--- src/rtl/assoc_cache_if.sv ---
// assoc_cache_if: CPU-side access port and memory-side line port of assoc_cache.
// The slave modport is the cache view; master is the CPU/memory environment view.
interface assoc_cache_if #(
    parameter int ADDR_W      = 32,
    parameter int DATA_W      = 32,
    parameter int OFFSET_BITS = 1
);
    localparam int LINE_W = DATA_W << OFFSET_BITS;

    logic                      cpu_req;
    logic                      cpu_we;
    logic [ADDR_W-1:0]         cpu_addr;
    logic [DATA_W-1:0]         cpu_wdata;
    logic [DATA_W-1:0]         cpu_rdata;
    logic                      cpu_stall;

    logic                      mem_req;
    logic                      mem_we;
    logic [ADDR_W-OFFSET_BITS-1:0] mem_addr;
    logic [LINE_W-1:0]         mem_wdata;
    logic [LINE_W-1:0]         mem_rdata;
    logic                      mem_ack;

    modport slave (
        input  cpu_req, cpu_we, cpu_addr, cpu_wdata, mem_rdata, mem_ack,
        output cpu_rdata, cpu_stall, mem_req, mem_we, mem_addr, mem_wdata
    );

    modport master (
        output cpu_req, cpu_we, cpu_addr, cpu_wdata, mem_rdata, mem_ack,
        input  cpu_rdata, cpu_stall, mem_req, mem_we, mem_addr, mem_wdata
    );
endinterface

--- src/rtl/assoc_cache.sv ---
// assoc_cache: 2-way set-associative, write-back, write-allocate cache with a
// req/ack line interface to backing memory and a single stall output.
// Optional hit/miss statistics counters are enabled by defining CACHE_STATS_EN.
//
// state    | meaning
// S_IDLE   | lookup; hits served combinationally, a miss starts a line transfer
// S_WB     | writing the dirty victim line back, waiting for mem_ack
// S_REFILL | fetching the requested line, waiting for mem_ack
module assoc_cache #(
    parameter int ADDR_W      = 32,
    parameter int DATA_W      = 32,
    parameter int SET_BITS    = 2,
    parameter int OFFSET_BITS = 1
) (
    input  logic         clk,
    input  logic         reset,
    assoc_cache_if.slave bus
`ifdef CACHE_STATS_EN
    ,
    output logic [31:0]  hit_cnt,
    output logic [31:0]  miss_cnt
`endif
);
    localparam int LINE_W  = DATA_W << OFFSET_BITS;
    localparam int WORDS   = 1 << OFFSET_BITS;
    localparam int SETS    = 1 << SET_BITS;
    localparam int TAG_W   = ADDR_W - SET_BITS - OFFSET_BITS;
    localparam int LADDR_W = ADDR_W - OFFSET_BITS;

    typedef enum logic [1:0] {S_IDLE, S_WB, S_REFILL} state_t;

    state_t              state_q;
    logic [SETS-1:0]     valid_q [2];
    logic [SETS-1:0]     dirty_q [2];
    logic [SETS-1:0]     lru_q;
    logic [TAG_W-1:0]    tag_q  [2][SETS];
    logic [LINE_W-1:0]   line_q [2][SETS];
    logic                victim_q;
    logic                mem_req_q;
    logic                mem_we_q;
    logic [LADDR_W-1:0]  mem_addr_q;
    logic [LINE_W-1:0]   mem_wdata_q;

    logic [TAG_W-1:0]       addr_tag;
    logic [SET_BITS-1:0]    addr_set;
    logic [OFFSET_BITS-1:0] addr_off;
    logic [LADDR_W-1:0]     cpu_laddr;

    assign addr_tag  = bus.cpu_addr[ADDR_W-1 -: TAG_W];
    assign addr_set  = bus.cpu_addr[OFFSET_BITS +: SET_BITS];
    assign addr_off  = bus.cpu_addr[OFFSET_BITS-1:0];
    assign cpu_laddr = bus.cpu_addr[ADDR_W-1:OFFSET_BITS];

    logic hit0, hit1, hit, hit_way;
    logic victim_way, victim_dirty;
    logic lookup_hit, lookup_miss, refill_done;
    logic [LINE_W-1:0] hit_line, hit_line_wr, refill_line;
    logic [DATA_W-1:0] hit_word;

    assign hit0    = valid_q[0][addr_set] && (tag_q[0][addr_set] == addr_tag);
    assign hit1    = valid_q[1][addr_set] && (tag_q[1][addr_set] == addr_tag);
    assign hit     = hit0 | hit1;
    assign hit_way = hit1;

    // Fill an empty way before evicting anything; way 0 is preferred.
    assign victim_way   = !valid_q[0][addr_set] ? 1'b0 :
                          !valid_q[1][addr_set] ? 1'b1 : lru_q[addr_set];
    assign victim_dirty = valid_q[victim_way][addr_set] && dirty_q[victim_way][addr_set];

    assign lookup_hit  = (state_q == S_IDLE) && bus.cpu_req && hit;
    assign lookup_miss = (state_q == S_IDLE) && bus.cpu_req && !hit;
    assign refill_done = (state_q == S_REFILL) && bus.mem_ack;

    assign hit_line = line_q[hit_way][addr_set];

    // Word select for reads and word merge for write hits and write-allocate refills.
    always_comb begin
        hit_word    = '0;
        hit_line_wr = hit_line;
        refill_line = bus.mem_rdata;
        for (int w = 0; w < WORDS; w++) begin
            if (addr_off == OFFSET_BITS'(w)) begin
                hit_word = hit_line[w*DATA_W +: DATA_W];
                hit_line_wr[w*DATA_W +: DATA_W] = bus.cpu_wdata;
                if (bus.cpu_we) begin
                    refill_line[w*DATA_W +: DATA_W] = bus.cpu_wdata;
                end
            end
        end
    end

    // Stall is held low while reset is asserted, even with a request pending.
    assign bus.cpu_rdata = lookup_hit ? hit_word : '0;
    assign bus.cpu_stall = !reset && ((state_q != S_IDLE) || lookup_miss);
    assign bus.mem_req   = mem_req_q;
    assign bus.mem_we    = mem_we_q;
    assign bus.mem_addr  = mem_addr_q;
    assign bus.mem_wdata = mem_wdata_q;

    // Miss sequencing FSM with registered memory-side outputs and line metadata.
    always_ff @(posedge clk or posedge reset) begin
        if (reset) begin
            state_q     <= S_IDLE;
            valid_q[0]  <= '0;
            valid_q[1]  <= '0;
            dirty_q[0]  <= '0;
            dirty_q[1]  <= '0;
            lru_q       <= '0;
            victim_q    <= 1'b0;
            mem_req_q   <= 1'b0;
            mem_we_q    <= 1'b0;
            mem_addr_q  <= '0;
            mem_wdata_q <= '0;
        end else begin
            case (state_q)
                S_IDLE: begin
                    if (bus.cpu_req) begin
                        if (hit) begin
                            lru_q[addr_set] <= ~hit_way;
                            if (bus.cpu_we) begin
                                dirty_q[hit_way][addr_set] <= 1'b1;
                            end
                        end else begin
                            victim_q  <= victim_way;
                            mem_req_q <= 1'b1;
                            if (victim_dirty) begin
                                state_q     <= S_WB;
                                mem_we_q    <= 1'b1;
                                mem_addr_q  <= {tag_q[victim_way][addr_set], addr_set};
                                mem_wdata_q <= line_q[victim_way][addr_set];
                            end else begin
                                state_q    <= S_REFILL;
                                mem_we_q   <= 1'b0;
                                mem_addr_q <= cpu_laddr;
                            end
                        end
                    end
                end
                S_WB: begin
                    if (bus.mem_ack) begin
                        state_q    <= S_REFILL;
                        mem_we_q   <= 1'b0;
                        mem_addr_q <= cpu_laddr;
                    end
                end
                S_REFILL: begin
                    if (bus.mem_ack) begin
                        state_q                     <= S_IDLE;
                        mem_req_q                   <= 1'b0;
                        valid_q[victim_q][addr_set] <= 1'b1;
                        dirty_q[victim_q][addr_set] <= bus.cpu_we;
                        lru_q[addr_set]             <= ~victim_q;
                    end
                end
                default: state_q <= S_IDLE;
            endcase
        end
    end

    // Line data and tags are not reset; valid bits alone qualify them.
    always_ff @(posedge clk) begin
        if (lookup_hit && bus.cpu_we) begin
            line_q[hit_way][addr_set] <= hit_line_wr;
        end
        if (refill_done) begin
            line_q[victim_q][addr_set] <= refill_line;
            tag_q[victim_q][addr_set]  <= addr_tag;
        end
    end

`ifdef CACHE_STATS_EN
    logic [31:0] hit_cnt_q;
    logic [31:0] miss_cnt_q;

    // Saturating hit/miss counters; a miss is counted once as the FSM leaves IDLE.
    always_ff @(posedge clk or posedge reset) begin
        if (reset) begin
            hit_cnt_q  <= '0;
            miss_cnt_q <= '0;
        end else begin
            if (lookup_hit && (hit_cnt_q != 32'hFFFF_FFFF)) begin
                hit_cnt_q <= hit_cnt_q + 32'd1;
            end
            if (lookup_miss && (miss_cnt_q != 32'hFFFF_FFFF)) begin
                miss_cnt_q <= miss_cnt_q + 32'd1;
            end
        end
    end

    assign hit_cnt  = hit_cnt_q;
    assign miss_cnt = miss_cnt_q;
`endif
endmodule

--- src/flat_wrapper.sv ---
// flat-port wrapper written by rule: the top's interface ports become plain ports
module assoc_cache_flat 
#(
    parameter int ADDR_W      = 32,
    parameter int DATA_W      = 32,
    parameter int SET_BITS    = 2,
    parameter int OFFSET_BITS = 1
)
  (clk, reset, bus_cpu_req, bus_cpu_we, bus_cpu_addr, bus_cpu_wdata, bus_mem_rdata, bus_mem_ack, bus_cpu_rdata, bus_cpu_stall, bus_mem_req, bus_mem_we, bus_mem_addr, bus_mem_wdata);
  assoc_cache_if #(.ADDR_W(ADDR_W), .DATA_W(DATA_W), .OFFSET_BITS(OFFSET_BITS)) bus_i ();
  input  logic clk;
  input  logic reset;
  input wire logic [$bits(bus_i.cpu_req)-1:0] bus_cpu_req;
  input wire logic [$bits(bus_i.cpu_we)-1:0] bus_cpu_we;
  input wire logic [$bits(bus_i.cpu_addr)-1:0] bus_cpu_addr;
  input wire logic [$bits(bus_i.cpu_wdata)-1:0] bus_cpu_wdata;
  input wire logic [$bits(bus_i.mem_rdata)-1:0] bus_mem_rdata;
  input wire logic [$bits(bus_i.mem_ack)-1:0] bus_mem_ack;
  output wire logic [$bits(bus_i.cpu_rdata)-1:0] bus_cpu_rdata;
  output wire logic [$bits(bus_i.cpu_stall)-1:0] bus_cpu_stall;
  output wire logic [$bits(bus_i.mem_req)-1:0] bus_mem_req;
  output wire logic [$bits(bus_i.mem_we)-1:0] bus_mem_we;
  output wire logic [$bits(bus_i.mem_addr)-1:0] bus_mem_addr;
  output wire logic [$bits(bus_i.mem_wdata)-1:0] bus_mem_wdata;
  assign bus_i.cpu_req = bus_cpu_req;
  assign bus_i.cpu_we = bus_cpu_we;
  assign bus_i.cpu_addr = bus_cpu_addr;
  assign bus_i.cpu_wdata = bus_cpu_wdata;
  assign bus_i.mem_rdata = bus_mem_rdata;
  assign bus_i.mem_ack = bus_mem_ack;
  assign bus_cpu_rdata = bus_i.cpu_rdata;
  assign bus_cpu_stall = bus_i.cpu_stall;
  assign bus_mem_req = bus_i.mem_req;
  assign bus_mem_we = bus_i.mem_we;
  assign bus_mem_addr = bus_i.mem_addr;
  assign bus_mem_wdata = bus_i.mem_wdata;
  assoc_cache #(.ADDR_W(ADDR_W), .DATA_W(DATA_W), .SET_BITS(SET_BITS), .OFFSET_BITS(OFFSET_BITS)) u_core (.clk(clk), .reset(reset), .bus(bus_i));
endmodule
--- config.mk ---
export PLATFORM = sky130hd
export DESIGN_NAME = assoc_cache_flat
export DESIGN_NICKNAME = d
export VERILOG_FILES = /design/src/rtl/assoc_cache_if.sv /design/src/rtl/assoc_cache.sv /design/src/flat_wrapper.sv
export SDC_FILE = /design/constraint.sdc
export NUM_CORES = 1
export LEC_CHECK = 0
export BUFFER_PORTS_ARGS = -buffer_cell sky130_fd_sc_hd__buf_2
export CAP_MARGIN = 20
export CORE_UTILIZATION = 43
export CTS_BUF_LIST = sky130_fd_sc_hd__clkbuf_8 sky130_fd_sc_hd__clkbuf_16
export CTS_CLUSTER_DIAMETER = 50
export CTS_CLUSTER_SIZE = 14
export DETAILED_ROUTE_END_ITERATION = 8
export MAX_ROUTING_LAYER = met4
export PLACE_DENSITY_LB_ADDON = 0.05
export SLEW_MARGIN = 20
export SYNTH_ARGS = -nofsm -noshare
export SYNTH_HDL_FRONTEND = slang
export SYNTH_SLANG_ARGS = --single-unit
export TNS_END_PERCENT = 5
--- constraint.sdc ---
create_clock -name clk -period 10.3 [get_ports clk]
set_input_delay 1.03 -clock clk [delete_from_list [all_inputs] [get_ports clk]]
set_output_delay 1.03 -clock clk [all_outputs]
set_load 0.01 [all_outputs]
==> summary.md, run 1 <==
| Metric | Value |
|---|---|
| Global routing usage summed across all routing layers | 0.2839 |
| Top FF cell, synth | edfxtp_1 |
| Via-per-instance ratio | between 6 and 7 |
| Switching power as a share of total power | 0.3304 |
| Insertion delay to the later sink of the worst-skew pair | ~0.69 ns |
| Share of power burned in registers | 0.399 |
| Via count of the first global-routing pass | around 27000 |
| Antenna-violating nets left | 0 |
| Number of CTS-inserted buffers | roughly 110 |
| Final Cell Area | roughly 46000 um^2 |
| Die Area | approximately 93000 um^2 |
| Class of the tightest hold or removal check | flip-flop to flip-flop |
| Pint | ~7600 uW |
| Count of final setup violators | 0 |
| CP Data Arrival Time | 6.08 ns |
| Ratio of final minimum period to clock period | 0.6906 |
| Overall routed net length | 129100 um |
| Number of distinct library cell variants in the gate-level netlist after synthesis | between 50 and 60 |
| GRT overflow | 0 |
| Fin crit period | ~7 ns |
| Clock Sink Count | between 800 and 900 |
| Maximum ir drop on the vdd rail | slightly above 300 uV |
| Detail Placement HPWL | around 81000 um |
| Die Span Y | about 300 um |
| Start-to-end type of the worst setup path | primary input to output port |
| Count of nets after finishing | ~3400 |
| Area Growth Syn to Fin | 16.16% |
| Utilization after layout | 0.5070 |
| Power per cell area | 246.0 nW/um^2 |
| Cell at the root of the clock tree | clkbuf_16 |
| Min Hold Slack | 0.4684 ns |
| Number of DRC markers in iteration 0 | between 2000 and 3000 |
| Gp weighted congestion | 0.8794 |
| Cell taking the most area after synthesis | edfxtp_1 |
| Post-cts hold buffer count | 0 |
| Antenna violations before repair | 12 |
| Number of synthesized flops with an enable pin | about 740 |
| Fin. max-slew vios | 0 |
| Post-Route Skew | approximately 0.026 ns |
| Category of the worst setup path launch point | primary input |
| Power share of the clock group | 0.349 |
| Netlist area before placement | slightly below 40000 um^2 |
| Top area cells in the synthesized netlist | edfxtp_1 57%, dfrtp_1 7.6%, mux4_2 7.2%, nand2_1 5.9%, a21oi_1 4.3% |
| Leak Pwr | between 0.015 and 0.02 uW |
| Overall power of the completed layout | between 10000 and 15000 uW |
| Count of boundary I/O pins | between 200 and 300 |
| Worst EP required | roughly 9.3 ns |
| Final hold violation count | 0 |
| Most used standard cell by instance count after synthesis | edfxtp_1 |
| Clock transition time at the flip-flop clock pins of the worst setup and hold paths | ~0.06 ns |
| Horiz. Die Dim | between 300 and 400 um |
| Max FO, Critical Path | 66 |
| Synthesized netlist net count | between 3000 and 4000 |
| Switching power of the nets | 3732 uW |
| Core area | slightly above 90000 um^2 |
| Post-synth top cells | 744 x edfxtp_1, 618 x nand2_1, 343 x a21oi_1 |
| Vias | 27330 |
| Maximum count of clock buffers along a single path | 3 |
| Sum of negative setup slack | 0 ns |
| Fraction of layout cells with a size suffix above 1 | 0.2379 |
| Post-CTS setup-driven buffer insertion count | 0 |
| Area share of the leading cell type in the synthesized netlist | 0.5652 |
| Port-buffer cells | about 260 |
| MaxCap Viol Count | 0 |
| Unrepaired setup endpoints after global routing | no |
| Initial cell density of the core | 0.4365 |
| Slew of the pin with the lowest slew margin | roughly 1.3 ns |
| Detail-routed net length per standard cell | 28.64 um |
| Comb pwr share | 0.251 |
| Gate count of the mapped netlist | between 3000 and 4000 |
| DRC viols | 0 |
| Async SR Flop Fraction | 0.1389 |
| Result of the run | finished, final reports clean |
| Mapped Avg Cell Area | 13.12 um^2 |
| Cts repair resizes | 0 |
| Critical path capture point type | output port |
| Global-route wire length before repair | around 190000 um |
| DRT Pass-1 Iters | 6 |
| FF+latch count, synth | approximately 860 |
| Dpl cell area | around 42000 um^2 |
| Ys Warns | 0 |
| Maximum number of pins on one net before global-route repair | 195 |
| Number of cell rows | between 100 and 150 |
| TritonCTS clock tree | built |
| Sequential share of the synthesized area | 0.6412 |
| Highest clock rate | approximately 140 MHz |
| Headroom to the max-slew limit | 0.1224 |
| H-tree lvl count | 3 |
==> worst paths after layout <==
path | to | slack [ns] | startpoint | depth (start not counted)
min in group asynchronous | u_core.bus.mem_addr[21] | 0.57 | reset | 2
hold reg to reg | u_core.valid_q[5] | 0.47 | u_core.valid_q[5] | 1
setup reg to reg | u_core.line_q[1][67] | 5.00 | u_core.tag_q[1][37] | 11
setup / recovery | bus_cpu_rdata[9] | 3.19 | bus_cpu_addr[1] | 13
max in group asynchronous | u_core.bus.mem_wdata[63] | 8.46 | reset | 3
hold / removal | u_core.valid_q[5] | 0.47 | u_core.valid_q[5] | 1
==> cell type report <==
| class | instances | area, um^2 |
|---|---|---|
| fill | 7833 | 44640 |
| tap | 1176 | 1471 |
| timing repair buffer | 324 | 1908 |
| clock buffer | 111 | 2755 |
| antenna | 8 | 20.02 |
| inverter | 14 | 57.56 |
| clock inverter | 91 | 1010 |
| multi-input combinational | 1921 | 13350 |
| sequential | 864 | 25340 |
==> power by group through the flow <==
| stage | Sequential (uW) | Combinational (uW) | Clock (uW) |
|---|---|---|---|
| floorplan | 4630 | 1660 | 0 |
| global route | 4550 | 3070 | 4140 |
| detailed placement | 4580 | 2840 | 0 |
| CTS | 4510 | 2850 | 4010 |
| finish | 4510 | 2840 | 3950 |
| global placement | 4560 | 2810 | 0 |
==> registers in the layout (all words and copies together), names as in the netlist <==
signal and count:
u_core.bus.mem_addr 31, u_core.dirty_q 8, u_core.victim_q 1, u_core.bus.mem_req 1
u_core.valid_q 8, u_core.bus.mem_wdata 64, u_core.tag_q 232, u_core.bus.mem_we 1
u_core.lru_q 4, u_core.state_q 2, u_core.line_q 512
==> placed cells by master (no fill, tap or decap), types with 88 or more instances in the layout <==
cell,count
edfxtp_1,744
nand2_1,616
a21oi_1,342
buf_2,260
mux2i_1,167
mux4_2,126
dfrtp_1,120
clkbuf_16,109
mux2_2,107
nor2_1,103
o22ai_1,88
==> stage by stage <==
step,std cells,setup slack (ns)
final,4509,3.187
after global routing,4506,2.962
after CTS,4499,3.156
after detailed placement,4297,3.149
after global placement,4296,3.224
after floorplan,3013,3.698
==> cells by family (layout without fill, tap and decap cells) <==
family	count (synthesis)	in the layout	share of synthesized area
AOI/OAI and AO/OA	588	588	0.08220
buffers and inverters	228	540	0.02557
DFF	864	864	0.6412
and+or+nand+nor	876	876	0.09375
xor gates and xnor gates	55	55	0.01219
muxes	402	402	0.1451
other	0	8	0
==> per-layer routing <==
layer	wire length [um]	GRT usage
met2	59940	0.4339
met3	10530	0.04936
met5	0	-
met1	55530	0.3949
met4	3124	0.07129
==> critical path, stage by stage <==
cell	delay (ns)
buf_8	0.42
buf_4	0.68
mux4_2	0.60
nand2_1	0.08
nand2_1	0.07
nor4_1	0.40
nand4_1	0.45
buf_12	0.39
mux4_2	0.50
mux2i_1	0.73
and2_1	0.26
a211oi_1	0.07
buf_2	0.19
Note: power is estimated with default switching activity, not from simulation.
==> run 2, diff against run 1 <==
--- a/config.mk
+++ b/config.mk
@@ -5,6 +5,7 @@
 export SDC_FILE = /design/constraint.sdc
 export NUM_CORES = 1
 export LEC_CHECK = 0
+export ABC_AREA = 1
 export BUFFER_PORTS_ARGS = -buffer_cell sky130_fd_sc_hd__buf_2
 export CAP_MARGIN = 20
 export CORE_UTILIZATION = 43
==> constraint.sdc (replaced) <==
create_clock -name clk -period 6.8 [get_ports clk]
set_input_delay 0.68 -clock clk [delete_from_list [all_inputs] [get_ports clk]]
set_output_delay 0.68 -clock clk [all_outputs]
set_load 0.01 [all_outputs]
==> run 2 against run 1 <==
  * Die area increased by 6.2%
  * Hold slack got worse by 0.31 ns
  * Sequential share of layout area decreased by 2.9 points
  * Wire length increased by 18%
  * Largest power group unchanged
==> summary.md, run 2 <==
| Metric | Value |
|---|---|
| Count of nets after finishing | around 5000 |
| Commonest non-fill, non-tap cells in the layout | 1155 x nand2_1, 744 x edfxtp_1, 644 x nand3_1, 539 x nor2_1, 515 x o21ai_0 |
| Horiz. Die Dim | around 310 um |
| Post-placement setup slack | between 1 and 1.5 ns |
| DRT Pass-1 Iters | 9 |
| Number of DRC markers in iteration 0 | between 4000 and 5000 |
| Post-CTS setup-driven buffer insertion count | 0 |
| Fin crit period | 5.650 ns |
| Unrepaired setup endpoints after global routing | no |
| Leak Pwr | a little under 0.02 uW |
| Cell at the root of the clock tree | clkbuf_16 |
| Core area | around 97000 um^2 |
| Gate count of the mapped netlist | 4645 |
| Power share of the clock group | 0.359 |
| Switching power of the nets | roughly 5600 uW |
| Fin. max-slew vios | 0 |
| Most used standard cell by instance count after synthesis | nand2_1 |
| Max FO, Critical Path | 48 |
| Maximum count of clock buffers along a single path | 3 |
| Global-route wire length before repair | 221200 um |
| Class of the tightest hold or removal check | primary input to async pin |
| Flip-flop count of the largest register after layout | slightly above 500 |
| Headroom to the max-slew limit | 0.1759 |
| Critical path capture point type | output port |
| Cell taking the most area after synthesis | edfxtp_1 |
| Comb pwr share | 0.229 |
| Antenna violations before repair | 7 |
| Buffering stage count on the worst path with inverters included | 5 |
| Clock Sink Count | around 860 |
| Power per cell area | around 340 nW/um^2 |
| Area share of the leading cell type in the synthesized netlist | 0.5320 |
| Detail-routed net length per standard cell | approximately 25 um |
| Initial cell density of the core | 0.4342 |
| Sum of negative setup slack | 0 ns |
| Slew of the pin with the lowest slew margin | ~1.2 ns |
| Start-to-end type of the worst setup path | primary input to output port |
| RR Startpoint | u_core.tag_q[1][20] |
| Number of cell rows | 114 |
| Worst setup margin | 1.150 ns |
| MaxCap Viol Count | 0 |
| Crit-path cells | buf_2 > buf_4 > nor2_4 > buf_4 > buf_4 > nand2_1 > o21ai_1 > nor2_1 > nand2_1 > nor2_1 > nor2_1 > buf_2 |
| Final Cell Area | slightly below 50000 um^2 |
| Mapped Avg Cell Area | between 9 and 10 um^2 |
| CP Data Arrival Time | 4.97 ns |
| Final hold violation count | 0 |
| Top area cells in the synthesized netlist | edfxtp_1 53%, nand2_1 10%, nand3_1 7.7%, dfrtp_1 7.2%, o21ai_0 6.1% |
| Maximum number of pins on one net before global-route repair | ~170 |
| DRC viols | 0 |
| Worst EP required | approximately 6 ns |
| Insertion delay to the later sink of the worst-skew pair | approximately 0.70 ns |
| Ratio of final minimum period to clock period | 0.8309 |
| Via-per-instance ratio | 5.729 |
| Utilization after layout | 0.5014 |
| Ys Warns | 0 |
| Launching instance or port of the critical path | bus_cpu_addr[2] |
| Multi-input gate area in the final layout | roughly 15000 um^2 |
| Count of final setup violators | 0 |
| Maximum single-stage delay on the critical path | 0.89 ns |
| Post-cts hold buffer count | 0 |
| Sequential Area | roughly 25000 um^2 |
| Vias | roughly 35000 |
| Switching power as a share of total power | 0.3370 |
| Highest clock rate | 177.0 MHz |
| Maximum ir drop on the vdd rail | 235.0 uV |
| Result of the run | finished, final reports clean |
| Category of the worst setup path launch point | primary input |
| FF+latch count, synth | between 800 and 900 |
| Share of power burned in registers | 0.413 |
| Detail Placement HPWL | 96490 um |
| Dpl cell area | between 40000 and 50000 um^2 |
| R2R Path End | u_core.line_q[1][96] |
| Cts repair resizes | 0 |
| Fill cell instance count of the final layout | roughly 9000 |
| Overall routed net length | around 150000 um |
| Clock transition time at the flip-flop clock pins of the worst setup and hold paths | around 0.070 ns |
| Most common cell after layout, fill and taps aside | nand2_1 |
| Global routing usage summed across all routing layers | 0.3141 |
| Pint | 11020 uW |
| TritonCTS clock tree | built |
| Number of synthesized flops with an enable pin | about 740 |
| Number of CTS-inserted buffers | 111 |
| H-tree lvl count | 3 |
| Placed Instances | between 5000 and 6000 |
| Post-synth top cells | 1156 x nand2_1, 744 x edfxtp_1, 645 x nand3_1 |
| Synthesized netlist net count | around 4800 |
| Crit path max-delay family | simple AND/OR/NAND/NOR gates |
| Register containing the most flip-flops in the final layout | u_core.line_q |
| Post-Route Skew | 0.02835 ns |
| Area Growth Syn to Fin | 15.48% |
| Port-buffer cells | ~260 |
| Sequential share of the synthesized area | 0.6035 |
| Async SR Flop Fraction | 0.1389 |
| Fraction of layout cells with a size suffix above 1 | 0.1213 |
| Wire length on met1 | between 60000 and 70000 um |
| Worst setup slack for register-to-register paths | around 2.5 ns |
| Worst path slowest cell | nand2_1 |
| Number of distinct library cell variants in the gate-level netlist after synthesis | 33 |
| WL met3 | 12530 um |
| Top FF cell, synth | edfxtp_1 |
| Layout Cells excl Fill | about 6200 |
| Gp weighted congestion | between 0.9 and 1 |
| Depth of the worst register-to-register path | 17 |
| Die Span Y | between 300 and 400 um |
| Via count of the first global-routing pass | between 30000 and 40000 |
| Count of boundary I/O pins | 263 |
| Netlist area before placement | approximately 42000 um^2 |
| Length of routed met2 wiring | 68880 um |
| Antenna-violating nets left | 0 |
| Highest routed layer | met4 |
| Die Area | 98910 um^2 |
| GRT overflow | 0 |
run 2: cell types whose count changed after synthesis, moves of 126 or more:
cell,delta
mux2i_1,-167
nand2_1,+538
nand3_1,+638
o21ai_0,+437
mux4_2,-126
a21oi_1,-233
nor2_1,+442
inv_1,+203
run 2: routing by layer:
metal,up-vias,GRT usage
met1,17020,0.4443
met5,-,-
met3,261,0.04315
met4,0,0.09168
li1,16390,-
met2,1728,0.4707
run 2: area by class of cell:
| cell class | instances | share of cell area |
|---|---|---|
| tap | 1276 | 0.03292 |
| clock buffer | 117 | 0.05921 |
| sequential | 864 | 0.5226 |
| inverter | 223 | 0.01778 |
| multi-input combinational | 3251 | 0.3028 |
| antenna | 6 | 0.0003096 |
| clock inverter | 90 | 0.01829 |
| timing repair buffer | 351 | 0.04603 |
run 2: how the worst max path moves through the flow:
stage,endpoint,cells after the start
CTS,bus_cpu_rdata[27],18
detailed placement,bus_cpu_rdata[27],18
finish,bus_cpu_rdata[18],12
global placement,bus_cpu_rdata[27],18
global route,bus_cpu_rdata[27],18
floorplan,u_core.line_q[1][0],18
run 2: logic make-up after synthesis:
logic type             Yosys count  synth area share
AO/OA/AOI/OAI                  800            0.1009
AND/OR/NAND/NOR               2437            0.2410
buffers and inverters          530           0.05155
flip-flops                     864            0.6035
XOR/XNOR                        14          0.002920
run 2: power by group through the flow:
stage	Sequential, uW	Clock, uW	Combinational [uW]
finish	6860	5960	3800
CTS	6860	6040	3800
global placement	6960	0	3770
detailed placement	6960	0	3790
floorplan	7020	0	2100
global route	6910	6240	4190
run 2: worst register-to-register path, delay by kind of cell, from the launching register on:
family	cells	cell delay (ns)
AOI/OAI and AO/OA	1	0.27
and+or+nand+nor	12	2.10
DFF	1	0.38
buffers and inverters	4	1.25
run 2: per-stage QoR:
step                total power (uW)  hold WS, ns
finish                         16620       0.1568
global route                   17340       0.2025
CTS                            16700       0.1589
detailed placement             10750       0.4427
global placement               10730       0.4354
floorplan                       9127       0.4227
